[src/rtl/dpcm_decoder.sv]
// Two-phase DPCM decoder: rebuilds interleaved A/B samples from key and delta beats.
// The output is a single register stage, so a new sample can be taken on every clock.
module dpcm_decoder #(
  parameter int unsigned DELTA_SHIFT = 2,
  parameter logic [7:0]  MID_VALUE   = 8'd128
) (
  input  logic       clk,
  input  logic       rst_n,
  input  logic       in_valid,
  output logic       in_ready,
  input  logic [7:0] in_data,
  input  logic       in_key,
  input  logic       in_sync,
  output logic       out_valid,
  input  logic       out_ready,
  output logic [7:0] out_sample,
  output logic       out_phase,
  output logic       err
);

  // Handshake: a beat moves when valid && ready on a rising edge. Ready never
  // looks at valid on the same side, and valid holds its payload until ready.
  logic              ph;
  logic [7:0]        pred_a;
  logic [7:0]        pred_b;
  logic              seeded_a;
  logic              seeded_b;

  logic              accept;
  logic              used_ph;
  logic              used_seeded;
  logic [7:0]        used_pred;
  logic signed [9:0] delta_ext;
  logic signed [9:0] sum;
  logic [7:0]        result;

  assign in_ready = !out_valid || out_ready;
  assign accept   = in_valid && in_ready;

  // A sync beat wipes both seeded flags before it is applied.
  always_comb begin
    used_ph     = in_sync ? 1'b0 : ph;
    used_seeded = !in_sync && (used_ph ? seeded_b : seeded_a);
    used_pred   = used_seeded ? (used_ph ? pred_b : pred_a) : MID_VALUE;
    delta_ext   = $signed({{6{in_data[3]}}, in_data[3:0]}) <<< DELTA_SHIFT;
    sum         = $signed({2'b00, used_pred}) + delta_ext;
    if (in_key) begin
      result = in_data;
    end else if (sum[9]) begin
      result = 8'd0;
    end else if (sum[8]) begin
      result = 8'hff;
    end else begin
      result = sum[7:0];
    end
  end

  always_ff @(posedge clk or negedge rst_n) begin
    if (!rst_n) begin
      out_valid  <= 1'b0;
      out_sample <= 8'd0;
      out_phase  <= 1'b0;
      err        <= 1'b0;
      ph         <= 1'b0;
      pred_a     <= MID_VALUE;
      pred_b     <= MID_VALUE;
      seeded_a   <= 1'b0;
      seeded_b   <= 1'b0;
    end else begin
      if (out_valid && out_ready) begin
        out_valid <= 1'b0;
      end
      if (accept) begin
        out_valid  <= 1'b1;
        out_sample <= result;
        out_phase  <= used_ph;
        ph         <= !used_ph;
        if (used_ph) begin
          pred_b <= result;
        end else begin
          pred_a <= result;
        end
        if (in_sync) begin
          seeded_a <= 1'b0;
          seeded_b <= 1'b0;
        end
        // Later assignment wins, so the used phase ends up seeded even on sync.
        if (used_ph) begin
          seeded_b <= 1'b1;
        end else begin
          seeded_a <= 1'b1;
        end
        if (!in_key && !used_seeded) begin
          err <= 1'b1;
        end
      end
    end
  end

endmodule

[config.mk]
export PLATFORM = sky130hd
export DESIGN_NAME = dpcm_decoder
export DESIGN_NICKNAME = d
export VERILOG_FILES = /design/src/rtl/dpcm_decoder.sv
export SDC_FILE = /design/constraint.sdc
export NUM_CORES = 1
export LEC_CHECK = 0
export ABC_CLOCK_PERIOD_IN_PS = 2600
export CORE_UTILIZATION = 48
export DETAILED_ROUTE_END_ITERATION = 8
export GPL_ROUTABILITY_DRIVEN = 0
export PLACE_DENSITY_LB_ADDON = 0.2
export SYNTH_ARGS = -nofsm -noshare
export SYNTH_HDL_FRONTEND = slang
export SYNTH_SLANG_ARGS = --single-unit
[constraint.sdc]
create_clock -name clk -period 2.6 [get_ports clk]
set_clock_uncertainty 0.05 [all_clocks]
set_input_delay 0.26 -clock clk [delete_from_list [all_inputs] [get_ports clk]]
set_output_delay 0.26 -clock clk [all_outputs]
set_load 0.1 [all_outputs]
==> results of run 1 <==
## synthesized netlist by cell type (all sizes together)
| master | number |
|---|---|
| dfrtp | 28 |
| nor2 | 26 |
| a31oi | 18 |
| nand2 | 17 |
| a21oi | 13 |
| nand3 | 12 |
| ha | 7 |
| inv | 7 |
| nand2b | 7 |
| o211ai | 7 |
| o21ai | 7 |
| clkbuf | 6 |
| buf | 5 |
| nand3b | 5 |
| o221ai | 4 |
| a21o | 3 |
| xnor2 | 3 |
| a211oi | 2 |
| dfstp | 2 |
| mux2i | 2 |
| nor3 | 2 |
| o21bai | 2 |
| and2 | 1 |
| and3 | 1 |
| fa | 1 |
| mux2 | 1 |
| o2111a | 1 |
| o221a | 1 |
| o22ai | 1 |
| o31a | 1 |
| or2 | 1 |
| xor2 | 1 |
## per-layer routing
layer	vias up	share of wire (%)
met5	-	0
met3	9	5.6
met4	0	1.5
li1	783	-
met1	786	45
met2	54	48
## what timing repair did
| item | 4_1_cts | 5_1_grt |
|---|---|---|
| buffers inserted | 0 | 2 |
| pin swaps | 0 | 13 |
| gates resized for setup | 2 | 11 |
| endpoints found under the setup margin | 15 | 24 |
## final cells by class
type | count | area [um^2]
multi-input cells | 147 | 980.9
well taps | 46 | 57.56
flip-flops and latches | 30 | 754.5
clock buffers | 6 | 51.30
fillers | 283 | 1114
repair buffers | 43 | 371.6
inverters | 7 | 26.28
clock inverters | 2 | 60.06
## sequential cells by signal (all words and copies together), names as in the netlist
| register | flops |
|---|---|
| out_valid | 1 |
| err | 1 |
| out_sample | 8 |
| seeded_b | 1 |
| out_phase | 1 |
| ph | 1 |
| pred_a | 8 |
| pred_b | 8 |
| seeded_a | 1 |
## path summary, 6_finish.rpt
kind | end | slack (ns) | cells past startpoint
setup / recovery | pred_b[4]$_DFFE_PN0P_ | 0.06 | 11
hold / removal | pred_b[1]$_DFFE_PN0P_ | 0.26 | 2
setup reg to reg | pred_b[4]$_DFFE_PN0P_ | 0.06 | 11
hold reg to reg | err$_DFFE_PN0P_ | 0.43 | 1
max in group asynchronous | pred_b[7]$_DFFE_PN1P_ | 1.93 | 2
min in group clk | err$_DFFE_PN0P_ | 0.43 | 1
## cells by family after synthesis
group	Yosys count	share of synthesized area, %
flops	30	43.03
fa+ha+maj	8	6.147
mux	3	1.787
compound gates	60	22.87
xor+xnor	4	2.431
buf+inv	18	4.146
simple gates	72	19.59
## power groups by stage
| stage | clock network (uW) | logic, uW | registers [uW] |
|---|---|---|---|
| 2_1_floorplan | 0 | 367 | 833 |
| 3_3_place_gp | 0 | 752 | 654 |
| 3_5_place_dp | 0 | 767 | 658 |
| 4_1_cts | 507 | 776 | 649 |
| 5_1_grt | 527 | 885 | 660 |
| 6_report | 498 | 821 | 647 |
## worst register-to-register path: cells and delay by family (launching register included)
kind | cells | cell delay [ns]
AOI/OAI and AO/OA | 5 | 0.91
DFF | 1 | 0.47
buffers and inverters | 3 | 0.43
and+or+nand+nor | 2 | 0.41
adders and majority gates | 1 | 0.21
## per-stage QoR
step	utilization (%)	power, uW	TNS, ns	hold slack, ns
finish	67.40	1967	0	0.2591
global route	67.40	2072	-0.1612	0.3043
CTS	65.60	1933	0	0.2608
detailed placement	61.98	1425	-3.242	0.4104
global placement	61.98	1406	-1.193	0.4036
floorplan	-	1201	0	-0.08559
==> results.py, run 1 <==
metrics = {
    "run_status": {
        "outcome": "completed",
    },
    "timing": {
        "fin_crit_sh_pct": 97.78,
        "fmax_mhz": 393.4,
        "slew-limit-headroom_pct": 63.59,
        "period_minus_slack_ns": 2.542,
        "grt_setup_unrepaired": "true",
        "setup-violations-final": 0,
        "slew_violations": 0,
        "final_hold_viol_count": 0,
        "tightest_slew_ns": 0.5445,
        "finalWorstSetupSlack_ns": 0.05776,
    },
    "clock_network": {
        "clock-sinks": 30,
        "cts_buffers": 5,
        "clock_latency_ns": 0.34,
        "cts_buffer_depth": 2,
        "cts_tree": "built",
        "root_buffer": "clkbuf_4",
        "htreeDepth": 2,
        "cts_hold_buf": 0,
        "cts.clk_slew.worst_paths_ns": 0.10,
    },
    "setup_path": {
        "reg2reg_from": "ph$_DFFE_PN0P_",
        "cp.arrival_ns": 2.75,
        "cp_slowest_cell": "dfrtp_2",
        "critical-path-top-delay-family": "compound AO/OA/AOI/OAI gates",
        "worstSetupPathType": "reg2reg",
        "crit_chain": "buf_6, nand3b_1, a21oi_2, ha_2, buf_4, a211oi_2, o2111a_1, nor3_4, buf_12, o211ai_1, a31oi_1",
        "end_kind": "register",
        "required_ns": 2.81,
        "cp-start-kind": "register",
        "setup.worst_path.start": "ph$_DFFE_PN0P_",
        "critical_path.max_fanout": 9,
        "max_stage_delay_ns": 0.47,
        "worst-path-buf-inv": 3,
    },
    "pwr": {
        "p_sw_uw": 759.6,
        "pwr-share-seq_pct": 32.9,
        "p_leak_uw": 0.0009797,
        "p_per_area_nw_per_um2": 854.2,
        "pwr-share-clk_pct": 25.3,
        "p_sw_share_pct": 38.62,
        "peakVddDrop_mv": 0.3933,
        "pwr-share-comb_pct": 41.8,
        "p_int_uw": 1207,
    },
    "yosys": {
        "synth-seq-cells": 30,
        "synth_area_leaders": "dfrtp_1 (40%), a31oi_1 (6.4%), nor2_1 (5.6%)",
        "synth_warnings": 0,
        "synth_top_area_share_pct": 40.03,
        "synth_area_um2": 1750,
        "avgSynthCellArea_um2": 8.977,
        "synth_nets": 217,
        "syn-instance-count": 195,
        "ys_types": 38,
        "ys_seq_area_share_pct": 43.03,
        "yosysTopAreaCell": "dfrtp_1",
    },
    "cells_and_area": {
        "drive_above_1_share_pct": 23.83,
        "final_common_cell": "buf_4",
        "num_antenna_cells": 0,
        "area_delta_synth_final_pct": 31.52,
        "nets": 256,
        "final_area_um2": 2302,
        "final_cell_mix": "buf_4 (28), dfrtp_1 (27), nor2_1 (26)",
        "layout.cells.non_filler": 281,
    },
    "die": {
        "dieArea_um2": 3893,
        "ios": 26,
        "coreArea_um2": 3416,
        "row_count": 21,
        "die_x_um": 62.39,
        "die_h_um": 62.39,
        "start_util_pct": 51.25,
    },
    "routing": {
        "vias_per_cell": 5.808,
        "via_count": 1632,
        "routed_wl_um": 4383,
        "drt_iter0_markers": 83,
        "drc": 0,
        "dr.pass1.iters": 5,
        "wl_per_cell_um": 15.60,
        "antenna_left": 0,
    },
    "min_path": {
        "hp-class": "in2async",
    },
    "global_route": {
        "use_met3_pct": 5.657,
        "grt_max_degree": 31,
        "groute.layer.met2.usage_pct": 36.95,
        "grt_use_met1_pct": 32.66,
        "grt-ovfl-total": 0,
        "grtUsageTotal_pct": 24.00,
        "grt_pass1_wl_um": 7258,
        "antenna_found_initial": 0,
        "first_global_vias": 1547,
        "top_usage_layer": "met2",
    },
    "placement": {
        "post-place-cells": 271,
        "place_area_um2": 2117,
        "hpwl_um": 3051,
        "io_buffers": 25,
        "pre_cts_ws_ns": -0.2113,
    },
    "flow_run": {
        "maxCapViolCount": 0,
    },
}
No activity file was read; power rests on OpenSTA's default activity.
==> run 2: changes to the inputs <==
Settings changed: PLACE_DENSITY set to 0.75, PLACE_DENSITY_LB_ADDON 0.2 to unset.
==> results.py, run 2 (same netlist as run 1, synthesis figures left out) <==
metrics = {
    "run_status": {
        "outcome": "completed",
    },
    "global_route": {
        "grt_max_degree": 31,
        "grtUsageTotal_pct": 25.27,
        "first_global_vias": 1654,
        "antenna_found_initial": 0,
        "grt_pass1_wl_um": 7624,
        "grt-ovfl-total": 0,
    },
    "placement": {
        "hpwl_um": 3282,
        "io_buffers": 25,
    },
    "setup_path": {
        "cp_slowest_cell": "dfrtp_2",
        "critical-path-top-delay-family": "compound AO/OA/AOI/OAI gates",
        "path_depth": 9,
        "setup.worst_path.start": "ph$_DFFE_PN0P_",
        "worst-path-buf-inv": 1,
        "r2r_cells": 9,
        "crit_chain": "nand3b_1, a21oi_1, ha_1, a211oi_2, o21ai_1, buf_4, xnor2_1, nor2_1, o221ai_1",
        "r2r_slack_ns": 0.02,
        "cp.arrival_ns": 2.73,
        "required_ns": 2.76,
        "end_kind": "register",
        "max_stage_delay_ns": 0.48,
        "worstSetupPathType": "reg2reg",
        "reg2reg_from": "ph$_DFFE_PN0P_",
        "cp-start-kind": "register",
        "critical_path.max_fanout": 8,
    },
    "pwr": {
        "pwr-share-seq_pct": 36.1,
        "peakVddDrop_mv": 0.3378,
        "p_sw_uw": 776.9,
        "p_leak_uw": 0.0009890,
        "pwr-share-comb_pct": 47.7,
        "p_per_area_nw_per_um2": 778.9,
        "pwr-share-clk_pct": 16.1,
        "p_int_uw": 1032,
        "p_sw_share_pct": 42.95,
    },
    "timing": {
        "fmax_mhz": 387.9,
        "whs_ns": 0.2635,
        "slew_violations": 0,
        "slew-limit-headroom_pct": 62.63,
        "fin_crit_sh_pct": 99.15,
        "finalSetupTns_ns": 0,
        "tightest_slew_ns": 0.5605,
        "grt_setup_unrepaired": "true",
        "period_minus_slack_ns": 2.578,
        "final_hold_viol_count": 0,
        "setup-violations-final": 0,
    },
    "routing": {
        "via_count": 1721,
        "antenna_left": 0,
        "dr.pass1.iters": 4,
        "vias_per_cell": 5.997,
        "drc": 0,
        "drt_iter0_markers": 145,
        "routed_wl_um": 4753,
        "wl_per_cell_um": 16.56,
    },
    "clock_network": {
        "clock-sinks": 30,
        "cts.clk_slew.worst_paths_ns": 0.09,
        "cts_buffers": 5,
        "htreeDepth": 2,
        "clock_latency_ns": 0.34,
        "cts_buffer_depth": 2,
        "cts_tree": "built",
        "root_buffer": "clkbuf_4",
        "cts_hold_buf": 0,
    },
    "die": {
        "coreArea_um2": 3416,
        "ios": 26,
        "start_util_pct": 51.25,
        "row_count": 21,
        "dieArea_um2": 3893,
        "die_x_um": 62.39,
        "die_h_um": 62.39,
    },
    "flow_run": {
        "maxCapViolCount": 0,
    },
    "cells_and_area": {
        "nets": 262,
        "area_delta_synth_final_pct": 32.67,
        "final_cell_mix": "buf_4 (35), nor2_1 (26), dfrtp_1 (25)",
        "drive_above_1_share_pct": 28.63,
        "final_common_cell": "buf_4",
        "reg_top3": "out_sample x8, pred_a x8, pred_b x8",
        "num_antenna_cells": 0,
        "nFillCells": 303,
    },
    "min_path": {
        "hp-class": "in2async",
    },
}
run 2: cell types whose count changed in the layout (fill, tap and decap cells not counted), sizes merged:
cell / change
buf: +6
bufinv: -2
clkbuf: +1
clkinv: +1
run 2: final cells by class:
type / instances / area [um^2] / area share [%]
repair buffers: 49 / 404.1 / 17.40
inverters: 7 / 26.28 / 1.131
multi-input cells: 147 / 1017 / 43.80
flip-flops and latches: 30 / 757.0 / 32.60
clock inverters: 1 / 5.005 / 0.2155
clock buffers: 7 / 55.05 / 2.371
well taps: 46 / 57.56 / 2.478
run 2: path summary, 6_finish.rpt:
| path | end |
|---|---|
| setup reg to reg | out_sample[7]$_DFFE_PN0P_ |
| setup / recovery | out_sample[7]$_DFFE_PN0P_ |
| min in group clk | err$_DFFE_PN0P_ |
| hold reg to reg | err$_DFFE_PN0P_ |
| max in group asynchronous | pred_b[7]$_DFFE_PN1P_ |
| hold / removal | out_phase$_DFFE_PN0P_ |
run 2: timing repair:
| item | 4_1_cts | 5_1_grt |
|---|---|---|
| setup endpoints to repair | 24 | 24 |
| resized for setup | 4 | 20 |
| buffers inserted | 0 | 4 |
| pin swaps | 0 | 13 |
run 2: routing by layer:
layer / wire [um] / track usage (%) / share of wire (%) / vias up
met2: 2406 / 41.35 / 51 / 75
met1: 1963 / 33.09 / 41 / 847
li1: - / - / - / 791
met5: 0 / 0 / 0 / -
met3: 305 / 3.832 / 6.4 / 8
met4: 77 / 11.63 / 1.6 / 0
run 2: power groups by stage:
stage / sequential [uW] / clock (uW) / combinational (uW)
after floorplan: 833 / 0 / 367
after global placement: 655 / 0 / 750
after detailed placement: 663 / 0 / 774
after CTS: 655 / 296 / 783
after global routing: 669 / 313 / 920
final: 654 / 292 / 863
run 2: through the flow:
stage	instances	worst slack (ns)	utilization [%]	total power (uW)	instance area (um^2)
5_1_grt	287	-0.04973	67.99	1903	2322
3_3_place_gp	275	-0.1739	62.49	1405	2135
6_report	287	0.02215	67.99	1809	2322
3_5_place_dp	275	-0.2606	62.49	1437	2135
4_1_cts	283	0.004269	64.65	1733	2208
2_1_floorplan	195	0.07889	-	1201	1753
